==> src/rtl/sandpile_grid_arbiter.sv <==
// sandpile_grid_arbiter: shares the single-port grid RAM between the VGA renderer and the sandpile engine
//
// The renderer always wins when it needs the port (vga_active & rd_valid). The engine is served
// during blanking, and also in unused active-area cycles when SANDPILE_ARB_STEAL_EN is defined.
//
// Build option:
//   SANDPILE_ARB_STEAL_EN  engine may use active-area cycles where rd_valid=0
//
// Ports:
//   clk, rst_n                 clock, asynchronous active-low reset
//   vga_active, rd_valid       renderer in visible area / renderer address in bounds
//   rd_x, rd_y, rd_data        renderer cell address and returned cell value (1-cycle latency)
//   eng_req_valid/ready        engine request handshake
//   eng_we, eng_x, eng_y       engine write enable and cell address
//   eng_wdata                  engine write data
//   eng_rsp_valid/data         engine read response, 1 cycle after acceptance, no backpressure
//   clr_stats, eng_stall_cnt   stall counter clear / saturating stall counter
//   mem_en, mem_we, mem_addr   RAM control, address is {y, x}
//   mem_wdata, mem_rdata       RAM write data / read data (valid 1 cycle after a read)
module sandpile_grid_arbiter #(
    parameter int MAX_SIZE = 32,
    parameter int DATA_W   = 3
) (
    input  logic                          clk,
    input  logic                          rst_n,
    input  logic                          vga_active,
    input  logic                          rd_valid,
    input  logic [$clog2(MAX_SIZE)-1:0]   rd_x,
    input  logic [$clog2(MAX_SIZE)-1:0]   rd_y,
    output logic [DATA_W-1:0]             rd_data,
    input  logic                          eng_req_valid,
    output logic                          eng_req_ready,
    input  logic                          eng_we,
    input  logic [$clog2(MAX_SIZE)-1:0]   eng_x,
    input  logic [$clog2(MAX_SIZE)-1:0]   eng_y,
    input  logic [DATA_W-1:0]             eng_wdata,
    output logic                          eng_rsp_valid,
    output logic [DATA_W-1:0]             eng_rsp_data,
    input  logic                          clr_stats,
    output logic [15:0]                   eng_stall_cnt,
    output logic                          mem_en,
    output logic                          mem_we,
    output logic [2*$clog2(MAX_SIZE)-1:0] mem_addr,
    output logic [DATA_W-1:0]             mem_wdata,
    input  logic [DATA_W-1:0]             mem_rdata
);
    localparam int ADDR_W = $clog2(MAX_SIZE);

    typedef enum logic {ST_ENG, ST_VGA} state_t;

    state_t              state_q, state_d;
    logic                rst_done_q;
    logic                rnd_grant_q;
    logic [DATA_W-1:0]   rd_hold_q;
    logic                rsp_pend_q;
    logic [15:0]         stall_q, stall_d;
    logic                rnd_need, rnd_grant, eng_acc;

    assign rnd_need  = vga_active & rd_valid;
    // nothing reaches the RAM until the first clock after reset release
    assign rnd_grant = rst_done_q & rnd_need;
`ifdef SANDPILE_ARB_STEAL_EN
    assign eng_req_ready = rst_done_q & ~rnd_need;
`else
    assign eng_req_ready = rst_done_q & ~vga_active;
`endif
    assign eng_acc = eng_req_valid & eng_req_ready;

    always_comb begin
        state_d   = state_q;
        mem_en    = 1'b0;
        mem_we    = 1'b0;
        mem_addr  = '0;
        mem_wdata = '0;
        if (state_q == ST_ENG && vga_active)
            state_d = ST_VGA;
        else if (state_q == ST_VGA && !vga_active)
            state_d = ST_ENG;
        // grants follow the live vga_active so the renderer is never a cycle late
        if (rnd_grant) begin
            mem_en   = 1'b1;
            mem_addr = {rd_y, rd_x};
        end else if (eng_acc) begin
            mem_en    = 1'b1;
            mem_we    = eng_we;
            mem_addr  = {eng_y, eng_x};
            mem_wdata = eng_wdata;
        end
    end

    assign stall_d = clr_stats ? 16'd0
                   : (eng_req_valid && !eng_req_ready && stall_q != 16'hFFFF) ? stall_q + 16'd1
                   : stall_q;

    always_ff @(posedge clk or negedge rst_n) begin
        if (!rst_n) begin
            state_q     <= ST_ENG;
            rst_done_q  <= 1'b0;
            rnd_grant_q <= 1'b0;
            rd_hold_q   <= '0;
            rsp_pend_q  <= 1'b0;
            stall_q     <= '0;
        end else begin
            state_q     <= state_d;
            rst_done_q  <= 1'b1;
            rnd_grant_q <= rnd_grant;
            if (rnd_grant_q)
                rd_hold_q <= mem_rdata;
            rsp_pend_q  <= eng_acc & ~eng_we;
            stall_q     <= stall_d;
        end
    end

    // renderer sees fresh data right after its grant and the held value through gaps
    assign rd_data       = rnd_grant_q ? mem_rdata : rd_hold_q;
    assign eng_rsp_valid = rsp_pend_q;
    assign eng_rsp_data  = rsp_pend_q ? mem_rdata : '0;
    assign eng_stall_cnt = stall_q;

    logic unused_addr_w;
    assign unused_addr_w = ^{ADDR_W[0]};
endmodule

==> config.mk <==
export PLATFORM = sky130hd
export DESIGN_NAME = sandpile_grid_arbiter
export DESIGN_NICKNAME = d
export VERILOG_FILES = /design/src/rtl/sandpile_grid_arbiter.sv
export SDC_FILE = /design/constraint.sdc
export NUM_CORES = 1
export LEC_CHECK = 0
export ABC_AREA = 1
export BUFFER_PORTS_ARGS = -buffer_cell sky130_fd_sc_hd__buf_2
export CAP_MARGIN = 10
export CORE_ASPECT_RATIO = 0.6
export CORE_MARGIN = 3
export CORE_UTILIZATION = 45
export DETAILED_ROUTE_END_ITERATION = 10
export PLACE_DENSITY = 0.9
export SLEW_MARGIN = 20
export SYNTH_ARGS = -nofsm -noshare
export SYNTH_HDL_FRONTEND = slang
export SYNTH_SLANG_ARGS = --single-unit
==> constraint.sdc <==
create_clock -name clk -period 2 [get_ports clk]
set_clock_uncertainty 0.1 [all_clocks]
set_input_delay 0.4 -clock clk [delete_from_list [all_inputs] [get_ports clk]]
set_output_delay 0.4 -clock clk [all_outputs]
set_load 0.01 [all_outputs]
==> flow_summary.yaml, run 1 <==
place:
  gp_congestion: 1.03
  dp_hpwl_mm: 3.18
  numPortBuffers: 71
  place_area_um2: 1850
clocking:
  clk_pin_slew_ns: 0.08
  cts_setup_buffers: 0
  clock_path_buffers: 2
  ctsHtreeMaxLevel: 1
  clock_latency_ns: 0.26
  cts_tree: "yes"
  cts_root_buf: "clkbuf_8"
  cts.sinks: 22
  holdBufCountCts: 0
  cts-buffers-inserted: 3
  post_cts_resized: 0
sta:
  finalHoldViolCount: 22
  grt_setup_unrepaired: "no"
  timing.fmax_mhz: 548
  setup_viol: 0
  finalCriticalPeriod_ns: 1.82
  drv_slew: 0
  fin_crit_sh: 0.912
  whs_ns: -0.0112
  tns_ns: 0
outcome:
  violations: "hold timing"
  status: "finished with violations"
global_route:
  grt_max_degree: 23
  grt_use_total: 0.210
  grt_pass1_vias: 1388
  grt.overflow.total: 0
  antenna_found_initial: 0
  grt_pass1_wl_mm: 6.53
yosys:
  yosys-top-cells-area: "dfrtp_1 (38%), nand2_1 (16%), nor2_1 (7.3%)"
  ys_types: 26
  synth_area_per_cell_um2: 7.17
  syn_area_um2: 1440
  yosys-top-cells-count: "nand2_1 (62), nor2_1 (28), dfrtp_1 (22), inv_1 (22), nand3_1 (15)"
  async_flop_share: 1.00
  yosysSeqAreaShare: 0.382
  synthMostInstantiatedCell: "nand2_1"
  synth_edf_count: 0
  ys_seq_elements: 22
  synth_nets: 235
  synthCells: 201
  yosysWarningCount: 0
  yosysTopAreaCellShare: 0.382
  yosysTopAreaCell: "dfrtp_1"
  synthFlopType: "dfrtp_1"
run:
  max_cap_violations: 0
critical_path:
  crit_buf_inv: 2
  crit_chain: "nand3_1 > inv_1 > a32o_1 > buf_2"
  path_delay_family: "flip-flops"
  start_kind: "register"
  critPathMaxFanout: 11
  critPathKind: "register to primary output"
  crit_arrival_ns: 1.32
  cp_slowest_cell: "dfrtp_1"
  critPathMaxStageDelay_ns: 0.39
  required_ns: 1.50
  worst_setup_path_end_kind: "primary output"
floorplanning:
  io_pins: 72
  coreArea_um2: 2970
  placementRows: 15
  die_h_um: 49.8
  start_util: 0.486
  die_w_um: 79.1
  die-area_um2: 3940
detailed_routing:
  dr.pass1.iters: 6
  ant_nets: 0
  drt_wl_total_mm: 4.04
  drtIter0Drc: 55
  drc: 0
  via_per_inst: 5.08
  wl_per_cell_um: 12.8
  vias: 1606
layout:
  nets: 309
  layout-drive-gt1-share: 0.325
  postLayoutCellArea_um2: 1920
  syn_to_final_growth_pct: 33.2
  n_antenna_cell: 0
hold_path:
  min_path_type: "input pin to asynchronous set/reset pin"
pwr:
  ir_drop_uv: 421
  total_leakage_power_uw: 0.00110
  p_per_area_nw_per_um2: 547
==> state kept, by name (all words and copies together) (netlist names) <==
signal and cells:
rd_hold_q 3, rnd_grant_q 1, eng_stall_cnt 16, rst_done_q 1
eng_rsp_valid 1
==> cell usage in the layout, fill, tap and decap left out, types with 3 or more instances in the layout <==
cell / count
nand3_1: 15
mux2_2: 3
buf_2: 71
inv_1: 22
clkbuf_8: 3
nor2_4: 3
buf_4: 4
xor2_1: 4
nand2_1: 62
nor2_1: 28
a32o_1: 10
nand4_1: 11
dfrtp_1: 22
==> layout make-up <==
type                    count  area, um^2
fillers                   261        1050
multi-input cells         149         769
flip-flops and latches     22         551
repair buffers             75         385
inverters                  24        90.1
well taps                  42        52.6
clock buffers               3        41.3
clock inverters             1        30.0
==> where the power goes <==
| group | internal (uW) | switching, uW |
|---|---|---|
| clock network | 267 | 146 |
| logic | 73.9 | 93.2 |
| registers | 461 | 8.34 |
==> final timing paths <==
path,start,endpoint,slack [ns],depth (start not counted)
worst max-delay path,rst_done_q,mem_addr[7],0.18,4
worst min-delay path,rst_n,eng_stall_cnt[7],-0.01,1
worst max register to register,eng_stall_cnt[1],eng_stall_cnt[10],0.19,9
worst min register to register,rd_hold_q[0],rd_hold_q[0],0.40,1
max in group asynchronous,rst_n,eng_stall_cnt[2],1.48,1
min in group clk,eng_we,eng_rsp_valid,0.19,2
==> through the flow <==
stage               hold slack (ns)  utilization  cells  total power (uW)  setup slack (ns)
floorplan                   0.00441            -    201               560             0.354
global placement              0.290        0.623    312               643             0.319
detailed placement            0.292        0.623    312               646             0.247
CTS                        0.000968        0.647    316              1060             0.167
global route                 0.0238        0.647    316              1100           0.00408
finish                      -0.0112        0.647    316              1050             0.176
==> routing by layer <==
layer | track usage | vias up | share of wire
li1 | - | 803 | -
met1 | 0.314 | 732 | 0.47
met2 | 0.297 | 65 | 0.44
met3 | 0.0529 | 6 | 0.074
met4 | 0.0629 | 0 | 0.011
met5 | 0 | - | 0
==> cell families (layout without fill, tap and decap cells) <==
| group | count (synthesis) | in the layout | synth area share |
|---|---|---|---|
| compound gates | 15 | 15 | 0.0885 |
| other cells | 1 | 1 | 0.00260 |
| flops | 22 | 22 | 0.382 |
| mux | 3 | 3 | 0.0234 |
| buf+inv | 30 | 103 | 0.0842 |
| simple gates | 125 | 125 | 0.386 |
| fa+ha+maj | 1 | 1 | 0.00868 |
| xor+xnor | 4 | 4 | 0.0243 |
No activity file was read; power rests on OpenSTA's default activity.
==> inputs of run 2 (changes only) <==
==> constraint.sdc (replaced) <==
create_clock -name clk -period 2 [get_ports clk]
set_clock_uncertainty 0.1 [all_clocks]
set_input_delay 0.2 -clock clk [delete_from_list [all_inputs] [get_ports clk]]
set_output_delay 0.2 -clock clk [all_outputs]
set_load 0.01 [all_outputs]
==> flow_summary.yaml, run 2 (same netlist as run 1, synthesis figures left out) <==
sta:
  setup_viol: 0
  tns_ns: 0
  fin_crit_sh: 0.893
  max_slew_margin: 0.658
  timing.fmax_mhz: 560
  finalHoldViolCount: 0
  drv_slew: 0
  finalCriticalPeriod_ns: 1.79
  grt_setup_unrepaired: "no"
  worstMarginPinSlew_ns: 0.514
critical_path:
  worst_setup_path_end_kind: "register"
  r2r_slack_ns: 0.21
  required_ns: 2.11
  crit_arrival_ns: 1.89
  start_kind: "register"
  reg2reg_depth: 9
  regToRegStartpoint: "eng_stall_cnt[1]"
  critPathMaxFanout: 13
  worstReg2RegEnd: "eng_stall_cnt[11]"
  critPathKind: "register to register"
clocking:
  cts_tree: "yes"
  cts.sinks: 22
  clock_latency_ns: 0.26
  cts_setup_buffers: 0
  clock_path_buffers: 2
  ctsHtreeMaxLevel: 1
  cts_root_buf: "clkbuf_8"
  clk_pin_slew_ns: 0.08
  cts-buffers-inserted: 3
detailed_routing:
  drtIter0Drc: 134
  vias: 1582
  drc: 0
  drt_wl_total_mm: 4.09
  dr.pass1.iters: 4
  via_per_inst: 4.96
  ant_nets: 0
  wl_per_cell_um: 12.8
global_route:
  use_met1: 0.322
  antenna_found_initial: 0
  grt-busiest-layer: "met2"
  grt_max_degree: 23
  grtUsageMet2: 0.351
  grt.overflow.total: 0
  grt_pass1_vias: 1489
  grt_pass1_wl_mm: 6.94
  grt_use_total: 0.220
  grt_use_met3: 0.0401
layout:
  multi_input_area_um2: 769
  nFillCells: 283
  final_cells: 319
  syn_to_final_growth_pct: 35.1
  final_cell_mix: "buf_2 (71), nand2_1 (62), nor2_1 (28)"
  n_antenna_cell: 0
  nets: 312
  layout-drive-gt1-share: 0.325
  layout_commonest_cell: "buf_2"
  postLayoutCellArea_um2: 1950
  regArea_um2: 551
  largest_reg_flops: 16
floorplanning:
  die_w_um: 79.1
  die_h_um: 49.8
  die-area_um2: 3940
  io_pins: 72
  placementRows: 15
  coreArea_um2: 2970
  start_util: 0.486
place:
  gp_congestion: 0.981
  place_area_um2: 1860
  numPortBuffers: 71
  placedCellCount: 313
  dp_hpwl_mm: 3.21
pwr:
  total_leakage_power_uw: 0.00111
  ir_drop_uv: 321
  p_per_area_nw_per_um2: 542
hold_path:
  holdPathEnd: "rd_hold_q[0]"
  min_from: "mem_rdata[0]"
  whs_path_depth: 2
  min_path_type: "input pin to register"
outcome:
  status: "completed"
run:
  max_cap_violations: 0
-- run 2: area by class of cell --
class                           instances  share of cell area
Multi-Input combinational cell        149               0.395
Sequential cell                        22               0.283
Timing Repair Buffer                   78               0.212
Inverter                               24              0.0463
Tap cell                               42              0.0270
Clock buffer                            3              0.0212
Clock inverter                          1              0.0154
-- run 2: worst max-delay path by stage --
stage / startpoint / endpoint / slack, ns
after floorplan: eng_stall_cnt[0] / eng_stall_cnt[10] / 0.36
after global placement: eng_stall_cnt[1] / eng_stall_cnt[1] / 0.31
after detailed placement: eng_stall_cnt[1] / eng_stall_cnt[11] / 0.23
after CTS: eng_stall_cnt[1] / eng_stall_cnt[11] / 0.21
after global routing: eng_stall_cnt[1] / eng_stall_cnt[8] / 0.006
final: eng_stall_cnt[1] / eng_stall_cnt[11] / 0.21
-- run 2: repair_timing --
action	CTS	global route
hold buffers	2	0
gates resized for setup	0	0
hold endpoints to repair	23	0
-- run 2: power breakdown --
group / switching [uW] / total (uW) / internal (uW)
combinational: 94.9 / 170 / 75.3
clock: 147 / 415 / 267
sequential: 8.22 / 470 / 461
-- run 2: per-stage QoR --
step | hold WS, ns | util | setup WS [ns] | power [uW]
after floorplan | -0.196 | - | 0.363 | 560
after global placement | 0.0898 | 0.626 | 0.310 | 641
after detailed placement | 0.0953 | 0.626 | 0.230 | 645
after CTS | 0.0983 | 0.657 | 0.205 | 1060
after global routing | 0.106 | 0.657 | 0.00554 | 1100
final | 0.0979 | 0.657 | 0.215 | 1050
-- run 2: critical path, cell delays in order (launching register included) --
cell	delay (ns)
dfrtp_1	0.42
ha_1	0.21
nand2_1	0.11
nor2_4	0.15
nand2_2	0.08
nor2_1	0.11
nor2_1	0.08
nor2_4	0.29
nand2_1	0.10
nand2_1	0.08
-- run 2: routing by layer --
| metal | vias up | share of wire |
|---|---|---|
| li1 | 808 | - |
| met1 | 723 | 0.48 |
| met2 | 49 | 0.45 |
| met3 | 2 | 0.070 |
| met4 | 0 | 0.0012 |
| met5 | - | 0 |
==> inputs of run 3 (changes only) <==
Settings changed: GPL_TIMING_DRIVEN set to 0.
==> flow_summary.yaml, run 3 (same netlist as run 1, synthesis figures left out) <==
layout:
  nets: 313
  post-route-util: 0.654
  syn_to_final_growth_pct: 34.6
  n_antenna_cell: 0
  layout_commonest_cell: "buf_2"
  layout-drive-gt1-share: 0.313
  final_cell_mix: "buf_2 (72), nand2_1 (62), nor2_1 (28)"
  largest_reg_flops: 16
  postLayoutCellArea_um2: 1940
sta:
  tns_ns: 0
  finalHoldViolCount: 0
  grt_setup_unrepaired: "no"
  fin_crit_sh: 0.923
  setup_viol: 0
  finalCriticalPeriod_ns: 1.85
  timing.fmax_mhz: 542
  drv_slew: 0
critical_path:
  critPathMaxFanout: 10
  regToRegStartpoint: "eng_stall_cnt[1]"
  crit_chain: "inv_2 > nor2_1 > clkbuf_1 > a32o_1 > buf_2"
  cp_slowest_cell: "clkbuf_1"
  r2r_slack_ns: 0.17
  path_delay_family: "buffers and inverters"
  crit_arrival_ns: 1.55
  crit_buf_inv: 3
  critPathMaxStageDelay_ns: 0.37
  start_kind: "register"
  worst_setup_path_end_kind: "primary output"
  worstReg2RegEnd: "eng_stall_cnt[7]"
  critPathKind: "register to primary output"
  reg2reg_depth: 9
  required_ns: 1.70
global_route:
  grt_max_degree: 23
  antenna_found_initial: 0
  grt_pass1_vias: 1426
  grt.overflow.total: 0
  grt_pass1_wl_mm: 6.63
  grt_use_total: 0.209
clocking:
  cts_setup_buffers: 0
  cts_tree: "yes"
  ctsHtreeMaxLevel: 1
  cts_root_buf: "clkbuf_8"
  clock_path_buffers: 2
  cts.sinks: 22
  post_cts_resized: 0
  clock_latency_ns: 0.26
  cts-buffers-inserted: 3
  clk_pin_slew_ns: 0.08
detailed_routing:
  dr.pass1.iters: 4
  via_per_inst: 5.00
  drt_wl_total_mm: 3.93
  drtIter0Drc: 120
  ant_nets: 0
  drc: 0
  vias: 1601
  wl_per_cell_um: 12.3
outcome:
  status: "completed"
hold_path:
  min_from: "mem_rdata[2]"
  holdPathEnd: "rd_hold_q[2]"
  whs_path_depth: 2
  min_path_type: "input pin to register"
pwr:
  total_leakage_power_uw: 0.00110
  ir_drop_uv: 386
  p_per_area_nw_per_um2: 542
  p_total_uw: 1050
place:
  dp_hpwl_mm: 3.10
  gp_congestion: 0.932
  place_area_um2: 1850
  numPortBuffers: 71
run:
  max_cap_violations: 0
floorplanning:
  die-area_um2: 3940
  die_w_um: 79.1
  die_h_um: 49.8
  coreArea_um2: 2970
  io_pins: 72
  start_util: 0.486
  placementRows: 15
-- run 3: area by class of cell --
type | count | area [um^2]
fillers | 277 | 1020
multi-input cells | 149 | 769
flip-flops and latches | 22 | 551
repair buffers | 73 | 375
inverters | 24 | 90.1
well taps | 42 | 52.6
clock buffers | 3 | 41.3
plain buffers | 6 | 31.3
clock inverters | 1 | 30.0
-- run 3: how the worst max path moves through the flow --
stage | start | to | cells after the start
finish | rst_done_q | mem_addr[3] | 5
global route | eng_stall_cnt[0] | eng_stall_cnt[7] | 9
CTS | rst_done_q | mem_addr[3] | 5
detailed placement | eng_stall_cnt[1] | eng_stall_cnt[7] | 9
global placement | eng_stall_cnt[1] | eng_stall_cnt[7] | 9
floorplan | eng_stall_cnt[0] | eng_stall_cnt[10] | 9
-- run 3: what timing repair did --
action	CTS	global route
hold buffers	2	0
hold endpoints to repair	23	0
setup endpoints to repair	0	0
-- run 3: where the power goes --
| part | leakage, uW | switching [uW] | internal [uW] | total, uW |
|---|---|---|---|---|
| Combinational | 0.000767 | 93.9 | 75.6 | 170 |
| Sequential | 0.000297 | 9.23 | 461 | 471 |
| Clock | 0.0000357 | 145 | 267 | 412 |
| Total | 0.00110 | 248 | 804 | 1050 |
-- run 3: per-stage QoR --
step | worst slack (ns) | std cells | hold slack, ns
detailed placement | 0.191 | 314 | 0.0862
finish | 0.154 | 320 | 0.103
floorplan | 0.363 | 201 | -0.196
global placement | 0.239 | 314 | 0.0892
CTS | 0.167 | 320 | 0.104
global route | 0.00229 | 320 | 0.116
-- run 3: layer usage --
metal / vias up / global-route usage / part of all wire
met5: - / 0 / 0
met1: 738 / 0.316 / 0.48
met3: 4 / 0.0493 / 0.071
li1: 810 / - / -
met2: 49 / 0.310 / 0.44
met4: 0 / 0.0257 / 0.0069
